<file path="src/rtl/bcd_fsd_counter.sv">
// Two-digit BCD up/down counter with run/pause control, load, clear and
// terminal-count pulse. Drives 15-segment active-low patterns for both digits.

// Single-digit BCD to 15-segment decoder (active-low, optional blanking).
module bcd_fsd_seg (
   input  logic [3:0]  digit_i,
   input  logic        blank_i,
   output logic [14:0] seg_o
);

   // Map the BCD digit to its segment pattern; blank overrides the digit.
   always_comb begin
      seg_o = 15'h7FFF;
      if (!blank_i) begin
         case (digit_i)
            4'd0:    seg_o = 15'h01FF;
            4'd1:    seg_o = 15'h4FFF;
            4'd2:    seg_o = 15'h127F;
            4'd3:    seg_o = 15'h067F;
            4'd4:    seg_o = 15'h4C7F;
            4'd5:    seg_o = 15'h247F;
            4'd6:    seg_o = 15'h207F;
            4'd7:    seg_o = 15'h0FFF;
            4'd8:    seg_o = 15'h007F;
            4'd9:    seg_o = 15'h047F;
            default: seg_o = 15'h7FFF;
         endcase
      end
   end

endmodule

module bcd_fsd_counter #(
   parameter int MAX_COUNT = 99,
   parameter bit BLANK_LZ  = 1'b0
) (
   input  logic        clk,
   input  logic        rst_n,
   input  logic        start_stop,
   input  logic        clr,
   input  logic        up_dn,
   input  logic        load,
   input  logic [3:0]  load_u,
   input  logic [3:0]  load_t,
   output logic [3:0]  cnt_u,
   output logic [3:0]  cnt_t,
   output logic [14:0] fsd_u,
   output logic [14:0] fsd_t,
   output logic        running,
   output logic        tc
);

   // Wrap target split into BCD digits once, at elaboration.
   localparam logic [3:0] MAX_U = 4'(MAX_COUNT % 10);
   localparam logic [3:0] MAX_T = 4'(MAX_COUNT / 10);
   localparam logic [7:0] MAX_B = 8'(MAX_COUNT);

   typedef enum logic {
      PAUSE = 1'b0,
      RUN   = 1'b1
   } state_e;

   state_e     state_q, state_d;
   logic [3:0] cnt_u_q, cnt_u_d;
   logic [3:0] cnt_t_q, cnt_t_d;
   logic       tc_q, tc_d;

   logic [7:0] load_bin;
   logic       load_ok;
   logic       at_max;
   logic       at_zero;

   // Load is only honoured for a legal BCD value within the count range.
   assign load_bin = (8'(load_t) * 8'd10) + 8'(load_u);
   assign load_ok  = (load_u <= 4'd9) && (load_t <= 4'd9) && (load_bin <= MAX_B);
   assign at_max   = (cnt_t_q == MAX_T) && (cnt_u_q == MAX_U);
   assign at_zero  = (cnt_t_q == 4'd0) && (cnt_u_q == 4'd0);

   // State register; async reset parks the counter in PAUSE.
   always_ff @(posedge clk or negedge rst_n) begin
      if (!rst_n) state_q <= PAUSE;
      else        state_q <= state_d;
   end

   // Next state: clear forces PAUSE and swallows a same-cycle start_stop.
   always_comb begin
      state_d = state_q;
      if (clr)             state_d = PAUSE;
      else if (start_stop) state_d = (state_q == RUN) ? PAUSE : RUN;
   end

   // FSM output: running follows the state register directly.
   always_comb begin
      running = (state_q == RUN);
   end

   // Count and terminal-count registers.
   always_ff @(posedge clk or negedge rst_n) begin
      if (!rst_n) begin
         cnt_u_q <= 4'd0;
         cnt_t_q <= 4'd0;
         tc_q    <= 1'b0;
      end else begin
         cnt_u_q <= cnt_u_d;
         cnt_t_q <= cnt_t_d;
         tc_q    <= tc_d;
      end
   end

   // Next count: clear, then load (which also suppresses stepping), then step while running.
   always_comb begin
      cnt_u_d = cnt_u_q;
      cnt_t_d = cnt_t_q;
      tc_d    = 1'b0;
      if (clr) begin
         cnt_u_d = 4'd0;
         cnt_t_d = 4'd0;
      end else if (load) begin
         if (load_ok) begin
            cnt_u_d = load_u;
            cnt_t_d = load_t;
         end
      end else if (state_q == RUN) begin
         if (up_dn) begin
            if (at_max) begin
               cnt_u_d = 4'd0;
               cnt_t_d = 4'd0;
               tc_d    = 1'b1;
            end else if (cnt_u_q == 4'd9) begin
               cnt_u_d = 4'd0;
               cnt_t_d = cnt_t_q + 4'd1;
            end else begin
               cnt_u_d = cnt_u_q + 4'd1;
            end
         end else begin
            if (at_zero) begin
               cnt_u_d = MAX_U;
               cnt_t_d = MAX_T;
               tc_d    = 1'b1;
            end else if (cnt_u_q == 4'd0) begin
               cnt_u_d = 4'd9;
               cnt_t_d = cnt_t_q - 4'd1;
            end else begin
               cnt_u_d = cnt_u_q - 4'd1;
            end
         end
      end
   end

   assign cnt_u = cnt_u_q;
   assign cnt_t = cnt_t_q;
   assign tc    = tc_q;

   // Decoders sit straight on the count registers so segments track the count with no extra latency.
   bcd_fsd_seg u_seg_u (
      .digit_i (cnt_u_q),
      .blank_i (1'b0),
      .seg_o   (fsd_u)
   );

   bcd_fsd_seg u_seg_t (
      .digit_i (cnt_t_q),
      .blank_i (BLANK_LZ && (cnt_t_q == 4'd0)),
      .seg_o   (fsd_t)
   );

endmodule

</file>
<file path="config.mk">
export PLATFORM = sky130hd
export DESIGN_NAME = bcd_fsd_counter
export DESIGN_NICKNAME = d
export VERILOG_FILES = /design/src/rtl/bcd_fsd_counter.sv
export SDC_FILE = /design/constraint.sdc
export NUM_CORES = 1
export LEC_CHECK = 0
export ABC_CLOCK_PERIOD_IN_PS = 2600
export CAP_MARGIN = 20
export CORE_ASPECT_RATIO = 0.5
export CORE_MARGIN = 3
export CORE_UTILIZATION = 47
export DETAILED_ROUTE_END_ITERATION = 16
export PLACE_DENSITY = 0.82
export RECOVER_POWER = 100
export SLEW_MARGIN = 20
export SYNTH_ARGS = -nofsm -noshare
export SYNTH_HDL_FRONTEND = slang
export SYNTH_SLANG_ARGS = --single-unit
</file>
<file path="constraint.sdc">
create_clock -name clk -period 2.6 [get_ports clk]
set_input_delay 0.39 -clock clk [delete_from_list [all_inputs] [get_ports clk]]
set_output_delay 0.39 -clock clk [all_outputs]
set_load 0.005 [all_outputs]
</file>
-- After elaboration in Yosys (flattened, before gate mapping)
Memory sizes are Yosys's and may differ from the RTL's.
Index checks and enable logic that the tools add are counted.
- flip-flop bits (word level): 10
- bits in read-only memories: 256
- input port bits: 14
- output and inout port bits: 40
- word-level logic and storage cells: 57
- memories: 2
- memory list (memory ; words ; width ; read ports ; clocked after memory_dff ; wr ports ; line ; RTL):
    (name not given) ; 16 ; 8 ; 1 ; 0 ; 0 ; 15 ; case (digit_i)
    (name not given) ; 16 ; 8 ; 1 ; 0 ; 0 ; 15 ;
- add/subtract/negate cells: 5
- multipliers: 1
- order comparisons: 3
- equal/unequal tests: 4
- mux-type cells: 27
- reductions and logical operators: 11
- operators with widths (kind ; count):
    2-to-1 mux 4 bit ; 18
    2-to-1 mux 1 bit ; 9
    adder 4 x 1 -> 4 bit, second input constant ; 2
    adder 8 x 4 -> 8 bit ; 1
    equality test 4 bit, second input constant ; 2
    <= comparator 4 bit, second input constant ; 2
    <= comparator 8 x 7 -> 1 bit, second input constant ; 1
    logical NOT 4 bit ; 2
    subtractor 4 x 1 -> 4 bit, second input constant ; 2
    multiplier 4 x 3 -> 7 bit, second input constant ; 1
    != test 5 x 2 -> 1 bit, second input constant ; 1
    nonzero test 5 bit ; 1
    logical AND 1 bit ; 4
    AND reduction 4 bit ; 1
    != test 3 x 2 -> 1 bit, second input constant ; 1
    nonzero test 3 bit ; 1
    AND reduction 2 bit ; 1
    nonzero test 2 bit ; 1

-- Depth between registers and ports, before layout
Gate-level depths: netlist of the first run.
- word-level depth: 7
- mapped depth: 9
- depth with buffers taken out: 9

-- Cells and area by module
Synthesis of the first run repeated with hierarchy kept, for this count alone.
- cell total of the unflattened synthesis: 224
- area total of the unflattened synthesis: 1780.5 um2
- by module, submodules not included (module ; instances ; cells each ; area an instance (um2) ; sequential area each (um2)):
    bcd_fsd_counter ; 1 ; 140 ; 1179.9 ; 250.2
    bcd_fsd_seg ; 2 ; 42 ; 300.3 ; 0.0

-- Worst setup path after synthesis of the first run
OpenSTA, ideal clock, no wires.
- path kind: input-to-reg
- start point: input load_t[1]
- end point: register cnt_t_q[3] (netlist: cnt_t[3])
- library setup time: 125 ps
- arrival time: 2725 ps
- required time: 2475 ps
- path slack: -250 ps
- stages: 9
- buffers on the path: 0
- cells stage by stage: ha_1 ha_1 fa_1 xnor2_1 a31oi_1 a2111oi_1 a211oi_2 a211oi_4 mux2_4
- cells in the longest elaborated chain, start to end: 6
- elaborated cells on any way between the ends: 8
- classes of those cells: 1 x add/sub; 1 x mul; 2 x order compare; 1 x eq/ne; 3 x reduce/logical
- ends and longest elaborated chain (element ; line ; RTL):
    from (decl) ; 44 ; input logic [3:0] load_t,
    multiplier 4 x 3 -> 7 bit ; 74 ; assign load_bin = (8'(load_t) * 8'd10) + 8'(load_u);
    adder 8 x 4 -> 8 bit ; 74 ;
    <= comparator 8 x 7 -> 1 bit ; 75 ; assign load_ok = (load_u <= 4'd9) && (load_t <= 4'd9) && (load_bin <= MAX_B);
    logical AND 1 bit (*) ; 75 ;
    != test 3 x 2 -> 1 bit (no source line) (*) ; - ;
    AND reduction 4 bit (no source line) (*) ; - ;
    to (signal assigned) ; 105 ; cnt_t_q <= cnt_t_d;
    to (decl) ; 65 ; logic [3:0] cnt_t_q, cnt_t_d;
Every way passes the cells marked *; elsewhere a longest branch is shown, timed or not.
A chain may end at the register's enable or synchronous reset.

-- Final worst setup path of the first run
- start point: input load_t[1]
- end point: register cnt_t_q[0] (netlist: cnt_t[0])
The elaborated chain is that of the path after synthesis.

==> results of run 1 <==
cell usage in the layout, fill, tap and decap left out, types with 2 or more instances in the layout:
cell,n
clkdlybuf4s50_1,30
nor2_1,25
buf_4,23
a21oi_1,20
nand2_1,19
inv_1,14
conb_1,14
ha_1,13
o21ai_0,10
dfrtp_1,9
a31oi_1,6
mux2i_1,5
o211ai_1,5
nand2b_1,4
nor3_1,4
ha_4,4
clkbuf_8,4
buf_6,4
a21oi_2,3
xor2_1,3
or4_1,3
nand3_1,3
mux2_4,3
dlygate4sd3_1,3
or2_2,2
nand4_1,2
a211oi_2,2
a31oi_4,2
nor2b_2,2
o21ai_2,2
a21o_1,2
nor2b_1,2
fa_2,2
buf_2,2
through the flow:
stage	setup TNS [ns]	util, %	hold slack, ns	area (um^2)
floorplan	-0.02344	-	0.09441	1722
global placement	-4.330	68.65	0.6006	2165
detailed placement	-5.080	68.65	0.6086	2165
CTS	-0.09841	72.18	0.4854	2276
global route	-0.9406	76.43	0.5719	2410
finish	-0.2310	76.43	0.5334	2410
power groups by stage:
stage          clock, uW  combinational, uW  sequential, uW
3_5_place_dp           0               1060             269
3_3_place_gp           0               1030             267
2_1_floorplan          0                600             241
4_1_cts              194               1080             268
5_1_grt              203               1270             280
6_report             201               1160             273
logic make-up after synthesis:
group	share of synthesized area (%)
buffers and inverters	12.97
and+or+nand+nor	22.26
AOI/OAI and AO/OA	23.71
muxes	5.986
adders and majority gates	16.27
other	0.2300
DFF	15.35
xor gates and xnor gates	3.223
sequential cells by signal, summed over array words and instances, names as in the netlist:
| register | cells |
|---|---|
| running | 1 |
| tc | 1 |
| cnt_u | 4 |
| cnt_t | 4 |
area by class of cell:
type,count,area (um^2),share of cell area [%]
flip-flops and latches,10,251.5,10.44
inverters,15,56.30,2.336
multi-input cells,185,1403,58.20
clock buffers,4,55.05,2.285
repair buffers,65,594.3,24.66
well taps,40,50.05,2.077
routing by layer:
layer / track usage (%) / routed length, um / up-vias
li1: - / - / 868
met3: 1.546 / 452 / 18
met1: 30.00 / 2208 / 838
met4: 7.122 / 150 / 0
met2: 37.77 / 2489 / 112
met5: 0 / 0 / -
worst register-to-register path: stages (launching register included):
cell	delay, ns
dfrtp_1	0.65
nand3_1	0.25
o21ai_0	0.44
nor2_1	0.17
a211oi_4	0.29
buf_6	0.16
mux2i_1	0.22
worst paths after layout:
check | start | to | slack [ns] | cells past startpoint
worst max-delay path | load_t[1] | cnt_t[0]$_DFFE_PN0P_ | -0.08 | 11
worst min-delay path | rst_n | cnt_u[3]$_DFFE_PN0P_ | 0.53 | 1
worst max register to register | cnt_u[3]$_DFFE_PN0P_ | cnt_t[0]$_DFFE_PN0P_ | 0.32 | 6
worst min register to register | running$_DFFE_PN0P_ | tc$_DFF_PN0_ | 0.65 | 1
max in group asynchronous | rst_n | cnt_t[1]$_DFFE_PN0P_ | 1.72 | 1
min in group clk | running$_DFFE_PN0P_ | tc$_DFF_PN0_ | 0.65 | 1
repair_timing:
item	4_1_cts	5_1_grt
buffers inserted	4	4
endpoints found under the setup margin	9	10
resized for setup	25	29
pin swaps	14	18
==> flow_metrics.env, run 1 <==
export IMPL_io_pins=54
export IMPL_finalCritPeriodShare_pct=103.2
export IMPL_yosys_cell_count_top_type="nor2_1"
export IMPL_max_cap_violations=0
export IMPL_ys_warn_count=0
export IMPL_maxSlewHeadroom_pct=64.65
export IMPL_synth_edff_count=0
export IMPL_hold_violations=0
export IMPL_setup_ws_ns=-0.08425
export IMPL_synth_area_um2=1630
export IMPL_cts_buffer_depth=2
export IMPL_postRouteAntennaNets=0
export IMPL_nets=314
export IMPL_yosys_area_top_type="dfrtp_1"
export IMPL_grt_max_degree=20
export IMPL_wire_per_inst_um=16.62
export IMPL_synthToLayoutAreaGrowth_pct=47.81
export IMPL_timing_worst_slew_pin_value_ns=0.5278
export IMPL_criticalPathCategory="input pin to flip-flop"
export IMPL_finalSetupViolations=4
export IMPL_worstPathArrival_ns=2.83
export IMPL_grt_pass1_vias=1574
export IMPL_cts_sinks=10
export IMPL_instances_no_fill=319
export IMPL_dieArea_um2=4254
export IMPL_crit_top_cell="ha_4"
export IMPL_grt_setup_unrepaired="true"
export IMPL_finalMaxSlewViolations=0
export IMPL_crit_required_ns=2.75
export IMPL_grt_pass1_wl_um=7224
export IMPL_cts_made_buffers=3
export IMPL_hpwl_um=3472
export IMPL_n_fill_cell=210
export IMPL_rows=14
export IMPL_portBuffers=39
export IMPL_cp_slowest_cell="fa_2"
export IMPL_synthArstFlopShare_pct=100.0
export IMPL_synth_top_area_share_pct=15.35
export IMPL_cpLargestDelayFamily="adder cells"
export IMPL_synth_cell_types=45
export IMPL_critPathMaxStageDelay_ns=0.48
export IMPL_place_ws_ns=-0.6639
export IMPL_dr_first_iter_drc_count=138
export IMPL_synth_top_cells_by_area="dfrtp_1 15%, ha_1 14%, buf_4 7.4%, a21oi_1 7.1%, nor2_1 6.0%"
export IMPL_antenna_found_initial=0
export IMPL_num_vias=1836
export IMPL_ctsHoldBuffers=0
export IMPL_switching_share_pct=41.65
export IMPL_via_per_inst=5.755
export IMPL_num_antenna_cells=0
export IMPL_layout_drive_gt1_share_pct=24.73
export IMPL_clkTransAtPathRegs_ns=0.05
export IMPL_vdd_ir_drop_max_mv=0.2359
export IMPL_drc=0
export IMPL_endpoint_kind="flip-flop"
export IMPL_die_width_um=89.29
export IMPL_finClkSkew_ns=0.005769
export IMPL_cp_max_fo=4
export IMPL_routabilityCongestion=0.8845
export IMPL_status="finished, violations left"
export IMPL_synth_ff_type="dfrtp_1"
export IMPL_p_sw_uw=680.4
export IMPL_yosysSeqAreaShare_pct=15.35
export IMPL_seqPwrFrac_pct=16.7
export IMPL_path_buf_inv=3
export IMPL_cts_tree="done"
export IMPL_grt_overflow_total=0
export IMPL_initial_utilization_pct=51.71
export IMPL_hp_class="input pin to async pin"
export IMPL_syn_area_per_cell_um2=7.344
export IMPL_core_um2=3153
export IMPL_violations="setup timing"
export IMPL_yosys_top_cells_count="26 x nor2_1, 23 x a21oi_1, 19 x nand2_1"
export IMPL_pwr_share_clk_pct=12.3
export IMPL_p_leak_uw=0.001085
export IMPL_synth_seq_cells=10
export IMPL_p_comb_share_pct=71.0
export IMPL_root_buffer="clkbuf_8"
export IMPL_clock_fmax_mhz=372.5
export IMPL_drt_pre_antenna_iters=5
export IMPL_die_h_um=47.65
export IMPL_syn_inst=222
export IMPL_fin_crit_ns=2.684
export IMPL_intPower_uw=953.3
export IMPL_critPathLaunchType="input pin"
export IMPL_crit_chain="buf_8 > ha_4 > ha_4 > fa_2 > or3_4 > a31oi_4 > a211oi_2 > buf_4 > a211oi_4 > buf_6 > mux2i_1"
export IMPL_htree_levels=1
export IMPL_place_inst=310
export IMPL_p_per_area_nw_per_um2=677.9
export IMPL_grt_use_total_pct=21.88
export IMPL_wl_um=5301
export IMPL_clk_latency_ns=0.24
export IMPL_design_power_total_uw=1634
(Power assumes the default switching activity.)
==> run 2, diff against run 1 <==
- CTS_CLUSTER_SIZE: not set -> 14
==> results of run 2 <==
The final DEF is identical to that of run 1; final timing and power are the same.
==> run 3, diff against run 2 <==
--- a/config.mk
+++ b/config.mk
@@ -10,3 +10,3 @@
 export CORE_ASPECT_RATIO = 0.5
-export CORE_MARGIN = 3
+export CORE_MARGIN = 2
 export CORE_UTILIZATION = 47
--- a/constraint.sdc
+++ b/constraint.sdc
@@ -3,2 +3,2 @@
 set_output_delay 0.39 -clock clk [all_outputs]
-set_load 0.005 [all_outputs]
+set_load 0.05 [all_outputs]
==> run 3 against run 2 <==
Net effect: non-clock buffer count fell by 1; count of clock-buffer cells in the layout did not move; sequential cell count did not move; global-route usage rose by 1.6 points; utilization fell by 10 points; highest routed layer unchanged; the run now ends clean.
==> flow_metrics.env, run 3 (synthesis gave the netlist of run 1 again) <==
export IMPL_synthToLayoutAreaGrowth_pct=37.68
export IMPL_cts_made_buffers=3
export IMPL_place_ws_ns=-0.6832
export IMPL_critPathMaxStageDelay_ns=0.39
export IMPL_grt_pass1_wl_um=7272
export IMPL_core_um2=3378
export IMPL_instances_no_fill=320
export IMPL_grt_pass1_vias=1521
export IMPL_r2r_slack_ns=0.32
export IMPL_num_vias=1759
export IMPL_antenna_found_initial=0
export IMPL_die_width_um=87.29
export IMPL_drc=0
export IMPL_fin_crit_ns=2.585
export IMPL_wl_um=4617
export IMPL_crit_chain="buf_8 > ha_4 > ha_4 > fa_2 > xnor2_2 > buf_4 > a211oi_2 > o211ai_1 > a211oi_2 > buf_4 > a21oi_4 > mux2_4"
export IMPL_final_cell_mix="25 x nor2_1, 23 x buf_4, 22 x a21oi_1, 19 x nand2_1"
export IMPL_drt_pre_antenna_iters=4
export IMPL_num_antenna_cells=0
export IMPL_hold_violations=0
export IMPL_p_leak_uw=0.001079
export IMPL_grt_setup_unrepaired="true"
export IMPL_finClkSkew_ns=0.001972
export IMPL_cts_tree="done"
export IMPL_clk_latency_ns=0.24
export IMPL_max_cap_violations=0
export IMPL_clkTransAtPathRegs_ns=0.05
export IMPL_p_per_area_nw_per_um2=921.0
export IMPL_portBuffers=39
export IMPL_finalSetupViolations=0
export IMPL_critPathLaunchType="input pin"
export IMPL_htree_levels=1
export IMPL_grt_use_total_pct=23.51
export IMPL_setup_ws_ns=0.01506
export IMPL_final_common_cell="nor2_1"
export IMPL_hp_class="input pin to async pin"
export IMPL_layout_drive_gt1_share_pct=24.82
export IMPL_finalMaxSlewViolations=0
export IMPL_finalCritPeriodShare_pct=99.42
export IMPL_dr_first_iter_drc_count=204
export IMPL_vdd_ir_drop_max_mv=0.4158
export IMPL_die_h_um=45.65
export IMPL_grt_busiest_layer="met2"
export IMPL_met1_usage_pct=30.78
export IMPL_rows=15
export IMPL_ctsHoldBuffers=0
export IMPL_postRouteAntennaNets=0
export IMPL_worstPathArrival_ns=2.71
export IMPL_wire_per_inst_um=14.43
export IMPL_criticalPathCategory="input pin to flip-flop"
export IMPL_grt_overflow_total=0
export IMPL_grt_max_degree=21
export IMPL_status="complete, no violations"
export IMPL_endpoint_kind="flip-flop"
export IMPL_cts_sinks=10
export IMPL_timing_worst_slew_pin_value_ns=0.6135
export IMPL_io_pins=54
export IMPL_crit_required_ns=2.72
export IMPL_hpwl_um=3432
export IMPL_nets=313
export IMPL_root_buffer="clkbuf_8"
export IMPL_cts_buffer_depth=2
export IMPL_place_inst=312
export IMPL_maxSlewHeadroom_pct=59.27
export IMPL_cp_max_fo=3
export IMPL_via_per_inst=5.497
export IMPL_clock_fmax_mhz=386.9
export IMPL_initial_utilization_pct=48.26
export IMPL_use_met2_pct=41.21
export IMPL_routabilityCongestion=0.9349
export IMPL_cp_slowest_cell="fa_2"
export IMPL_dieArea_um2=3984
export IMPL_gr_usage_met3_pct=3.261
## run 3: cell types whose count changed in the layout (fill, tap and decap cells not counted), moves of 3 or more
cell             delta
clkbuf_2           +13
clkdlybuf4s50_1    -24
a31oi_1             +3
dlygate4sd3_1      +10
## run 3: what timing repair did
action                     in CTS  in global routing
buffers inserted                4                  2
setup endpoints to repair       8                  9
pin swaps                       9                 10
gates resized for setup        24                 11
## run 3: final timing paths
kind	from	to	cells past startpoint
max	load_t[3]	cnt_u[3]$_DFFE_PN0P_	12
min	rst_n	cnt_t[3]$_DFFE_PN0P_	1
max reg2reg	cnt_t[1]$_DFFE_PN0P_	cnt_t[0]$_DFFE_PN0P_	7
min reg2reg	running$_DFFE_PN0P_	tc$_DFF_PN0_	1
max in group asynchronous	rst_n	running$_DFFE_PN0P_	1
min in group clk	running$_DFFE_PN0P_	tc$_DFF_PN0_	1
## run 3: routing by layer
layer	part of all wire (%)	wire [um]
met4	1.7	78
met1	44	2025
met3	6.3	292
met2	48	2220
met5	0	0
## run 3: worst max-delay path: cells and delay by family
| kind | cells | cell delay, ns |
|---|---|---|
| buffers and inverters | 3 | 0.41 |
| XOR/XNOR | 1 | 0.17 |
| AO/OA/AOI/OAI | 4 | 0.63 |
| adder cells (fa/ha/maj) | 3 | 0.79 |
| multiplexers | 1 | 0.32 |
## run 3: per-stage QoR
| step | util (%) | cell area [um^2] | TNS [ns] | power, uW | hold WS (ns) |
|---|---|---|---|---|---|
| global placement | 63.48 | 2145 | -4.766 | 1891 | 0.5855 |
| detailed placement | 63.48 | 2145 | -5.242 | 1922 | 0.5979 |
| floorplan | - | 1732 | -0.1338 | 1474 | 0.09441 |
| global route | 66.44 | 2245 | -0.1696 | 2205 | 0.5713 |
| CTS | 66.52 | 2247 | -0.1883 | 2148 | 0.4897 |
| finish | 66.44 | 2245 | 0 | 2067 | 0.5457 |
## run 3: layout make-up
class	instances	area, um^2
fillers	288	1134
inverters	15	56.30
flip-flops and latches	10	250.2
multi-input cells	185	1324
well taps	42	52.55
clock buffers	4	55.05
repair buffers	64	506.7
## run 3: report_power, final
group,total (uW),switching (uW),internal [uW]
registers,273,84.1,189
logic,1600,1110,487
clock network,196,63.0,133
